File: config.mk
export PLATFORM = sky130hd
export DESIGN_NAME = td4x_core
export DESIGN_NICKNAME = d
export VERILOG_FILES = /design/src/rtl/td4x_core.sv
export SDC_FILE = /design/constraint.sdc
export NUM_CORES = 1
export LEC_CHECK = 0
export ABC_AREA = 1
export BUFFER_PORTS_ARGS = -buffer_cell sky130_fd_sc_hd__buf_2
export CAP_MARGIN = 20
export CORE_UTILIZATION = 50
export CTS_BUF_LIST = sky130_fd_sc_hd__clkbuf_4 sky130_fd_sc_hd__clkbuf_8
export CTS_CLUSTER_DIAMETER = 200
export DETAILED_ROUTE_END_ITERATION = 8
export PLACE_DENSITY_LB_ADDON = 0.3
export SLEW_MARGIN = 30
export SYNTH_ARGS = -nofsm -noshare
export SYNTH_HDL_FRONTEND = slang
export SYNTH_SLANG_ARGS = --single-unit
File: constraint.sdc
create_clock -name clk -period 2.8 [get_ports clk]
set_input_delay 0.84 -clock clk [delete_from_list [all_inputs] [get_ports clk]]
set_output_delay 0.84 -clock clk [all_outputs]
set_load 0.02 [all_outputs]
File: src/rtl/td4x_core.sv
// TD4-compatible CPU core with parametrised data/PC width, writable program memory,
// single-step execution and self-jump halt detection.
module td4x_core #(
  parameter int unsigned DATA_W = 4,
  parameter int unsigned PC_W   = 4
) (
  input  logic              clk,
  input  logic              rst,
  input  logic              run,
  input  logic              step,
  input  logic              prog_we,
  input  logic [PC_W-1:0]   prog_addr,
  input  logic [DATA_W+3:0] prog_data,
  input  logic [DATA_W-1:0] in_port,
  output logic [DATA_W-1:0] out_port,
  output logic [PC_W-1:0]   pc,
  output logic              carry,
  output logic              halted
);

  localparam int unsigned Depth = 2 ** PC_W;

  typedef enum logic [3:0] {
    OpAddA = 4'b0000,
    OpMovAB = 4'b0001,
    OpInA  = 4'b0010,
    OpMovA = 4'b0011,
    OpMovBA = 4'b0100,
    OpAddB = 4'b0101,
    OpInB  = 4'b0110,
    OpMovB = 4'b0111,
    OpOutB = 4'b1001,
    OpOutIm = 4'b1011,
    OpJnc  = 4'b1110,
    OpJmp  = 4'b1111
  } opcode_e;

  logic [DATA_W+3:0] mem_q [Depth];

  logic [DATA_W-1:0] a_q, a_d, b_q, b_d, out_q, out_d;
  logic [PC_W-1:0]   pc_q, pc_d;
  logic              c_q, c_d, halted_q, halted_d;

  logic [DATA_W+3:0] instr;
  opcode_e           op;
  logic [DATA_W-1:0] im;
  logic [PC_W-1:0]   target, pc_inc;
  logic [DATA_W:0]   sum;
  logic              exec;

  assign exec   = (run | step) & ~halted_q;
  assign instr  = mem_q[pc_q];
  assign op     = opcode_e'(instr[DATA_W+3:DATA_W]);
  assign im     = instr[DATA_W-1:0];
  assign target = im[PC_W-1:0];
  assign pc_inc = pc_q + PC_W'(1);
  assign sum    = {1'b0, (op == OpAddB) ? b_q : a_q} + {1'b0, im};

  always_comb begin
    a_d      = a_q;
    b_d      = b_q;
    out_d    = out_q;
    pc_d     = pc_q;
    c_d      = c_q;
    halted_d = halted_q;
    if (exec) begin
      pc_d = pc_inc;
      c_d  = 1'b0;
      unique case (op)
        OpAddA: begin
          a_d = sum[DATA_W-1:0];
          c_d = sum[DATA_W];
        end
        OpAddB: begin
          b_d = sum[DATA_W-1:0];
          c_d = sum[DATA_W];
        end
        OpMovA:  a_d = im;
        OpMovB:  b_d = im;
        OpMovAB: a_d = b_q;
        OpMovBA: b_d = a_q;
        OpInA:   a_d = in_port;
        OpInB:   b_d = in_port;
        OpOutB:  out_d = b_q;
        OpOutIm: out_d = im;
        OpJmp: begin
          pc_d     = target;
          halted_d = (target == pc_q);
        end
        OpJnc: begin
          // Jump decision uses the carry produced by the previous instruction.
          if (!c_q) begin
            pc_d     = target;
            halted_d = (target == pc_q);
          end
        end
        default: ;
      endcase
    end
  end

  always_ff @(posedge clk) begin
    if (rst) begin
      a_q      <= '0;
      b_q      <= '0;
      out_q    <= '0;
      pc_q     <= '0;
      c_q      <= 1'b0;
      halted_q <= 1'b0;
    end else begin
      a_q      <= a_d;
      b_q      <= b_d;
      out_q    <= out_d;
      pc_q     <= pc_d;
      c_q      <= c_d;
      halted_q <= halted_d;
    end
  end

  // No reset on the array so a program loaded before reset survives it.
  always_ff @(posedge clk) begin
    if (!rst && prog_we && !run) begin
      mem_q[prog_addr] <= prog_data;
    end
  end

  assign out_port = out_q;
  assign pc       = pc_q;
  assign carry    = c_q;
  assign halted   = halted_q;

endmodule

# After elaboration in Yosys (flattened, before gate mapping)

Memory sizes are Yosys's and may differ from the RTL's. A register that Yosys moved wholly into a read port is not among the register bits.
Cells that the tools add are included.

Bits in registers: 18
Bits in writable memories: 128
Output and inout port bits: 10
Word-level logic and storage cells: 52
Memories: 1

Add/sub/neg operators: 2
Equality and inequality tests: 13
Muxes and demuxes: 13
Bitwise gates (word level): 3
Reduce and logical (&&, ||, !) cells: 14

Memories:

| memory | depth | bits a word | rd ports | clocked after memory_dff | write ports | line | text |
|---|---|---|---|---|---|---|---|
| mem_q  | 16    | 8           | 1        | 1                        | 1           | 38   | `logic [DATA_W+3:0] mem_q [Depth];` |

Operators with widths:

| operator                                      | number |
|---|---|
| case mux 4 bit (4 select lines)               | 2 |
| == test 4 x 3 -> 1 bit, second input constant | 4 |
| == test 4 bit, second input constant          | 4 |
| two-way mux 4 bit                             | 4 |
| case mux 4 bit (2 select lines)               | 2 |
| == test 4 x 2 -> 1 bit, second input constant | 2 |
| nonzero test 4 bit                            | 2 |
| AND reduction 2 bit                           | 3 |
| adder 4 x 4 -> 5 bit                          | 1 |
| adder 4 x 1 -> 4 bit, second input constant   | 1 |
| == test 4 x 1 -> 1 bit, second input constant | 1 |
| == test 4 bit                                 | 1 |
| logical NOT 4 bit                             | 1 |
| two-way mux 1 bit                             | 4 |
| nonzero test 2 bit                            | 2 |
| AND reduction 3 bit                           | 1 |
| logical AND 1 bit                             | 2 |
| logical NOT 1 bit                             | 2 |
| != test 2 bit, second input constant          | 1 |
| case mux 1 bit (2 select lines)               | 1 |
| OR reduction 2 bit                            | 1 |
| AND 1 bit                                     | 1 |
| inverter 1 bit                                | 1 |
| bitwise OR 1 bit                              | 1 |

# Longest topological paths before layout

Gate-level depths: netlist (run 1).

Depth after elaboration: 5
Depth in mapped cells: 21

# Worst setup path before layout (run 1)

Ideal clock, no wire load.

Path kind: flip-flop to flip-flop
Start point: register with a tool-made name
End point: register a_q[2]
Data arrival time: 2.649 ns
Data required time: 2.683 ns
Setup slack: 0.034 ns
Stages on the path, launching flop included: 18
Path buffers: 1
Clock period less this slack: 2.766 ns
Cell sequence: dfxtp_1 > inv_2 > buf_4 > nand2_1 > nand3_1 > nand3_1 > nand3_1 > nand2_4 > inv_2 > nor2_4 > nand2_2 > mux2_1 > ha_1 > fa_1 > xnor2_1 > o21ai_0 > nor2_1 > nor2_1

RTL lines:

| item                   | line | text |
|---|---|---|
| end signal: assignment | 104  | `a_q <= '0;` |
| end signal: assignment | 111  | `a_q <= a_d;` |
| end: declaration       | 40   | `logic [DATA_W-1:0] a_q, a_d, b_q, b_d, out_q, out_d;` |

==> results of run 1 <==
## what timing repair did
action                                  CTS  global route
hold endpoints to repair                  0             0
endpoints found under the setup margin    7             7
pin swaps                                 4            18
gates resized for setup                  15            38
buffers inserted                          2             8
gates cloned                              3             2
## per-stage QoR
step | hold WS (ps) | setup TNS [ps] | utilization, % | cell area, µm² | power (W)
after floorplan | 456 | 0 | - | 6920 | 0.00527
after global placement | 463 | -35.8 | 56.4 | 7550 | 0.00642
after detailed placement | 486 | -345 | 56.4 | 7550 | 0.00647
after CTS | 499 | 0 | 60.9 | 8160 | 0.00859
final | 490 | -23.8 | 62.8 | 8410 | 0.00910
after global routing | 519 | -986 | 62.8 | 8410 | 0.00967
## power by group
group / switching [W] / internal, W / leakage (nW)
combinational: 0.00272 / 0.00182 / 1.98
clock: 0.000800 / 0.00106 / 0.220
sequential: 0.000137 / 0.00256 / 1.33
## registers in the layout, summed over array words and instances (netlist names), named ones only
register	count
halted	1
mem_q	128
pc	4
carry	1
b_q	4
out_port	4
a_q	4
## placed cells by master (no fill, tap or decap), types with 15 or more instances in the layout
cell	instances
edfxtp_1	128
dfxtp_1	20
nand3_1	82
nor2_1	78
a21oi_1	15
nand2_1	205
buf_2	30
buf_4	48
o21ai_0	25
inv_1	67
clkbuf_8	17
## per-layer routing
| metal | track usage [%] | routed length (µm) |
|---|---|---|
| met1 | 33.6 | 7380 |
| met2 | 40.1 | 8570 |
| met3 | 5.80 | 1080 |
| met4 | 11.3 | 344 |
| met5 | 0 | 0 |
## logic make-up (layout without fill, tap and decap cells)
family	after synthesis	count (layout)	synth area share, %
adder cells (fa/ha/maj)	7	7	1.37
AO/OA/AOI/OAI	65	65	5.13
flip-flops	150	150	61.9
buffers and inverters	106	203	6.69
AND/OR/NAND/NOR	396	396	23.9
XOR/XNOR	4	4	0.506
multiplexers	3	3	0.488
## worst paths after layout
check             cells past startpoint       from      to
setup / recovery                     18  flip-flop  a_q[1]
hold / removal                        2     halted  halted
setup reg to reg                     18  flip-flop  a_q[1]
hold reg to reg                       2     halted  halted
## final cells by class
cell class              count  share of cell area [%]
flip-flops and latches    150                    51.0
multi-input cells         475                    27.9
repair buffers             91                    9.50
inverters                  80                    3.67
clock buffers              18                    2.87
well taps                 176                    2.62
clock inverters            14                    2.44
## worst min-delay path, cell delays in order (launching register included)
cell,delay [ps]
dfxtp_1,320
inv_1,60
a21oi_1,70
==> results.cfg, run 1 <==
[run_status]
status = finished, violations left
violations = setup timing

[clock_network]
htree_levels = 4
cts_buffer_depth = 2
cts_tree = done
ctsHoldBuffers = 0
cts_sinks = 150
numCtsBuffers = 17
cts_root_buf = clkbuf_8
clk_pin_slew_worst_paths_ps = 80
clkLatencyLatePin_ps = 450

[setup_path]
crit_buf_inv = 5
crit_slowest_cell = fa_2
reg2reg_slack_ps = -20
cpPeakStageDelay_ps = 520
required_ps = 3180
crit_path_end_kind = flip-flop
critPathKind = flip-flop to flip-flop
critPathLaunchType = flip-flop
cp_top_family = simple AND/OR/NAND/NOR gates
critPathMaxFanout = 11
crit_path_frequent_cell = inv_2
crit_path_cell_trace = buf_12 -> buf_12 -> nand2_1 -> nand3_1 -> nand3_2 -> nand3_2 -> nand2_2 -> inv_2 -> nand2_2 -> inv_2 -> nand2_4 -> mux2_4 -> ha_4 -> fa_2 -> inv_2 -> a21oi_2 -> nand2_1 -> a21oi_2
crit_arrival_ps = 3200

[yosys]
syn_inst = 731
yosys_warnings = 0
netlist.area_leader.share_pct = 55.5
synthTopCellsByCount = 207 x nand2_1, 128 x edfxtp_1, 94 x nand3_1
avgSynthCellArea_um2 = 9.47
yosys.area.top_type = edfxtp_1
ys_seq_area_share_pct = 61.9
syn-num-nets = 759
synth-edff-count = 128
ys_async_sr_fraction_pct = 0
yosys_most_used_dff = edfxtp_1
mappedNetlistArea_um2 = 6920
ys_seq_elements = 150
synth_cell_types = 29
yosysMostFrequentCell = nand2_1
yosys-top-cells-area = edfxtp_1 56%, nand2_1 11%, nand3_1 6.8%

[place]
dp_slack_ps = -110
dp_hpwl_mm = 11.3
gp_congestion = 0.893
io_buffers = 30
dp_cells = 957

[pwr]
ir_worst_vdd_v = 0.000427
powerDensity_nw_per_um2 = 1080
power.leakage_nw = 3.53

[drt]
dr_total_vias = 5446
drt_iter0_drc = 687
wl_mm = 17.4
avgViaCountPerCell = 5.42
drcViolationCount = 0
antenna_left = 0
drtPass1Iterations = 6
detail_route.wl_per_cell_um = 17.3

[sta]
hold_viol_final = 0
period_needed_ps = 2820
max_slew_margin_pct = 61.6
rsz0062_at_grt = true
worstMarginPinSlew_ps = 573
finalWorstSetupSlack_ps = -20.7
post-route-period-util_pct = 101
slew_violations = 0
skew_ps = 9.62
setup_viol = 2
max_freq_mhz = 355

[finish]
area_growth_pct = 21.5
antenna_cells = 0
seq_area_um2 = 4290
num-fill-cells = 1077
nNetsFinal = 843
drive_gt1_share_pct = 22.0
final_cells = 1004
multi_input_area_um2 = 2350

[floorplanning]
rows = 42
pin_count = 31
dieHeight_um = 120
die_x_um = 120
start_util_pct = 51.7
die-area_um2 = 14300
core_area_um2 = 13400

[global_routing]
overflow = 0
grt_pass1_wl_mm = 27.1
grt_max_degree = 31
grt_usage_pct = 25.4
grt_pass1_vias = 5163
antenna_found_initial = 0

[job]
cap_violations = 0

[min_path]
worst_hold_path_type = flip-flop to flip-flop
Power figures use the tool's default switching activity.
==> inputs of run 2 (changes only) <==
- clock period: 2.8 -> 3.25 ns (I/O delays scaled with it)
==> run 2 against run 1 <==
Compared with the run above:
- the run now ends clean
- global-route usage decreased by 1.0 points
- clock-buffer cell count increased by 2
- via count decreased by 2.8%
- first-iteration DRC count decreased by 36%
- maximum frequency decreased by 6.6%
- die area unchanged
- sequential power decreased by 14%
- wire length decreased by 6.0%
- register-to-register slack improved by 250 ps
- sequential share of layout area increased by 4.2 points
- total power decreased by 27%
- clock skew increased by 4.0 ps
==> results.cfg, run 2 (synthesis gave the netlist of run 1 again) <==
[run_status]
status = finished, final reports clean

[sta]
slew_violations = 0
max_slew_margin_pct = 59.5
period_needed_ps = 3020
hold_viol_final = 0
max_freq_mhz = 331
skew_ps = 13.6
setup_viol = 0
worstMarginPinSlew_ps = 605
post-route-period-util_pct = 93.0

[floorplanning]
pin_count = 31
dieHeight_um = 120
die-area_um2 = 14300
die_x_um = 120
core_area_um2 = 13400
rows = 42
start_util_pct = 51.7

[clock_network]
ctsResizeCount = 0
cts_setup_buffers = 0
cts_buffer_depth = 2
ctsHoldBuffers = 0
cts_sinks = 150
htree_levels = 4
cts_tree = done
numCtsBuffers = 17
cts_root_buf = clkbuf_8
clkLatencyLatePin_ps = 440
clk_pin_slew_worst_paths_ps = 80

[drt]
drtPass1Iterations = 8
drcViolationCount = 0
avgViaCountPerCell = 5.43
antenna_left = 0
detail_route.wl_per_cell_um = 16.8
drt_iter0_drc = 439
wl_mm = 16.3
dr_total_vias = 5295

[pwr]
ir_worst_vdd_v = 0.000375
powerDensity_nw_per_um2 = 859
power.leakage_nw = 3.25
total_power_w = 0.00667

[finish]
num-fill-cells = 1183
area_growth_pct = 12.1
largest_reg_flops = 128
largest-register = mem_q
mostFrequentLayoutCell = nand2_1
drive_gt1_share_pct = 14.5
multi_input_area_um2 = 2190
final_cell_mix = 207 x nand2_1, 128 x edfxtp_1, 94 x nand3_1, 81 x nor2_1, 70 x inv_1
final_util_pct = 57.9
antenna_cells = 0
seq_area_um2 = 4290
nNetsFinal = 816

[global_routing]
grt_pass1_wl_mm = 26.2
overflow = 0
grt_usage_pct = 24.4
grt_pass1_vias = 5156
antenna_found_initial = 0
grt_max_degree = 25

[setup_path]
crit_path_cell_trace = inv_2 -> buf_8 -> nand2_1 -> nand2_1 -> nand2_1 -> nand3_1 -> nand3_1 -> nand2_4 -> nand2_1 -> inv_2 -> nand2_2 -> mux2_1 -> ha_1 -> fa_2 -> inv_1 -> a21oi_1 -> nand2_1 -> a21oi_1
critPathKind = flip-flop to flip-flop
crit_path_frequent_cell = nand2_1
cpPeakStageDelay_ps = 520
crit_path_end_kind = flip-flop
critPathMaxFanout = 19
required_ps = 3630
crit_arrival_ps = 3400
reg2reg_slack_ps = 230
critPathLaunchType = flip-flop
crit_slowest_cell = fa_2

[place]
gp_congestion = 1.00
io_buffers = 30
dp_hpwl_mm = 11.7

[min_path]
hold_start = halted
worst_hold_path_type = flip-flop to flip-flop

[job]
cap_violations = 0
-- run 2: cell count changes in the layout (fill, tap and decap cells not counted), sizes merged --
cell,previous run,this run
bufinv,5,1
bufbuf,1,0
clkinvlp,4,0
inv,80,81
clkinv,5,8
buf,88,64
-- run 2: final cells by class --
class / instances / share of cell area, %
multi-input cells: 475 / 28.2
inverters: 80 / 3.87
flip-flops and latches: 150 / 55.2
clock inverters: 10 / 1.06
repair buffers: 64 / 5.46
clock buffers: 20 / 3.30
well taps: 176 / 2.84
-- run 2: power by group --
group | internal (W) | switching (W) | total (W) | leakage [nW]
Sequential | 0.00221 | 0.000121 | 0.00233 | 1.33
Combinational | 0.00100 | 0.00207 | 0.00307 | 1.74
Clock | 0.000613 | 0.000651 | 0.00126 | 0.179
-- run 2: worst max-delay path, delay by kind of cell (launching register included) --
family | cells | cell delay, ps
muxes | 1 | 330
and+or+nand+nor | 9 | 860
AOI/OAI and AO/OA | 2 | 260
buffers and inverters | 4 | 420
adders and majority gates | 2 | 740
DFF | 1 | 380
-- run 2: metrics by stage --
step | setup TNS [ps] | worst slack [ps] | area (µm²) | cells | hold WS (ps)
2_1_floorplan | 0 | 484 | 6920 | 731 | 456
4_1_cts | 0 | 133 | 7730 | 975 | 494
5_1_grt | -55.9 | -23.2 | 7760 | 975 | 524
6_report | 0 | 229 | 7760 | 975 | 485
3_5_place_dp | 0 | 153 | 7390 | 945 | 483
3_3_place_gp | 0 | 253 | 7390 | 945 | 461
-- run 2: per-layer routing --
layer	routed length [µm]	track usage [%]	part of all wire (%)
met5	0	0	0
met4	359	10.2	2.2
met3	1170	6.65	7.2
met2	8100	41.0	50
met1	6710	29.6	41
-- run 2: final timing paths --
path	to	depth (start not counted)
setup / recovery	a_q[1]	18
hold / removal	halted	2
setup reg to reg	a_q[1]	18
hold reg to reg	halted	2
==> inputs of run 3 (changes only) <==
- clock period: 3.25 -> 2.7 ns (I/O delays scaled with it)
==> run 3 against run 2 <==
Compared with the run above:
- the run now ends with setup timing left
- first-iteration DRC count increased by 28%
- combinational power increased by 54%
- critical path depth decreased by 1
- non-clock buffer count increased by 26
- highest routed layer unchanged
- total power increased by 45%
- core utilization increased by 5.2 points
- critical endpoint is now a_q[2]
==> results.cfg, run 3 (synthesis gave the netlist of run 1 again) <==
[floorplanning]
pin_count = 31
start_util_pct = 51.7
dieHeight_um = 120
die_x_um = 120
core_area_um2 = 13400
die-area_um2 = 14300
rows = 42

[finish]
mostFrequentLayoutCell = nand2_1
seq_area_um2 = 4290
num-fill-cells = 1053
multi_input_area_um2 = 2410
final_cell_mix = 198 x nand2_1, 128 x edfxtp_1, 79 x nor2_1, 74 x nand3_1, 69 x inv_1
nNetsFinal = 842
largest-register = mem_q
fin_area_um2 = 8460
antenna_cells = 0
largest_reg_flops = 128
final_util_pct = 63.1
area_growth_pct = 22.2
drive_gt1_share_pct = 23.2

[global_routing]
grt_max_degree = 24
grt_usage_pct = 25.5
grt_pass1_wl_mm = 27.2
grt_pass1_vias = 5318
antenna_found_initial = 0
overflow = 0

[sta]
hold_viol_final = 0
finalWorstSetupSlack_ps = -128
rsz0062_at_grt = true
worstMarginPinSlew_ps = 502
finalSetupTns_ps = -572
slew_violations = 0
max_freq_mhz = 354
setup_viol = 7
skew_ps = 5.69
period_needed_ps = 2830
max_slew_margin_pct = 66.3
post-route-period-util_pct = 105

[drt]
drt_iter0_drc = 561
drcViolationCount = 0
drtPass1Iterations = 5
dr_total_vias = 5521
detail_route.wl_per_cell_um = 17.6
antenna_left = 0
avgViaCountPerCell = 5.50
wl_mm = 17.7

[place]
dpl-instance-area_um2 = 7570
io_buffers = 30
gp_congestion = 0.907
dp_hpwl_mm = 11.6

[setup_path]
crit_buf_inv = 3
required_ps = 3050
crit_path_cell_trace = buf_6 -> clkbuf_16 -> nand2_4 -> nand3_2 -> nand3_2 -> nand3_4 -> nand2_4 -> inv_4 -> nor2_4 -> nand2_4 -> mux2_4 -> ha_4 -> fa_2 -> xnor2_2 -> o21ai_1 -> nor2_1 -> nor2_1
cpPeakStageDelay_ps = 390
critPathMaxFanout = 8
crit_slowest_cell = dfxtp_4
cp_top_family = simple AND/OR/NAND/NOR gates
crit_path_end_kind = flip-flop
crit_path_frequent_cell = nand2_4
critPathKind = flip-flop to flip-flop
crit_arrival_ps = 3170
critPathLaunchType = flip-flop

[pwr]
power.leakage_nw = 3.55
ir_worst_vdd_v = 0.000570
powerDensity_nw_per_um2 = 1140

[clock_network]
cts_tree = done
clk_pin_slew_worst_paths_ps = 80
htree_levels = 4
cts_sinks = 150
clkLatencyLatePin_ps = 450
numCtsBuffers = 17
cts_buffer_depth = 2
cts_root_buf = clkbuf_8

[min_path]
hold_start = halted
worst_hold_path_type = flip-flop to flip-flop

[run_status]
violations = setup timing
status = finished, violations left

[job]
cap_violations = 0
## run 3: changes by cell type in the layout (fill, tap and decap cells not counted), sizes merged
| cell | change |
|---|---|
| clkinv | -7 |
| bufinv | +6 |
| inv | +1 |
| clkbuf | -1 |
| buf | +24 |
| clkinvlp | +5 |
## run 3: stage by stage
stage | instances | total power, W | setup slack, ps | hold WS, ps
floorplan | 731 | 0.00549 | 13.7 | 456
global route | 1003 | 0.0102 | -227 | 514
global placement | 962 | 0.00677 | -44.0 | 452
CTS | 998 | 0.00925 | -48.7 | 475
finish | 1003 | 0.00968 | -128 | 471
detailed placement | 962 | 0.00681 | -67.4 | 453
## run 3: report_power, final
| group | internal [W] | total, W | switching, W |
|---|---|---|---|
| clock network | 0.00129 | 0.00216 | 0.000864 |
| logic | 0.00177 | 0.00473 | 0.00297 |
| registers | 0.00266 | 0.00279 | 0.000136 |
## run 3: layout make-up
cell class              count  area share, %
clock inverters            15           3.24
flip-flops and latches    150           50.7
repair buffers             90           8.53
multi-input cells         475           28.5
clock buffers              17           2.77
well taps                 176           2.60
inverters                  80           3.67
## run 3: repair_timing
item,CTS,global route
setup endpoints to repair,7,10
setup buffers,3,4
gates resized for setup,31,38
hold buffers,0,0
cloned,1,2
pin swaps,9,21
## run 3: metal layers
| metal | share of wire, % | GRT usage, % | vias up |
|---|---|---|---|
| met2 | 50 | 41.3 | 234 |
| met5 | 0 | 0 | - |
| met3 | 5.8 | 4.56 | 29 |
| met1 | 42 | 33.5 | 2671 |
| li1 | - | - | 2587 |
| met4 | 2.4 | 11.6 | 0 |
## run 3: worst paths after layout
check / end / slack, ps / depth (start not counted)
max: a_q[2] / -130 / 17
min: halted / 470 / 2
max reg2reg: a_q[2] / -130 / 17
min reg2reg: halted / 470 / 2
## run 3: worst min-delay path: cells and delay by family (launching register included)
family	cells	cell delay, ps
flip-flops	1	310
buffers and inverters	1	60
AO/OA/AOI/OAI	1	60
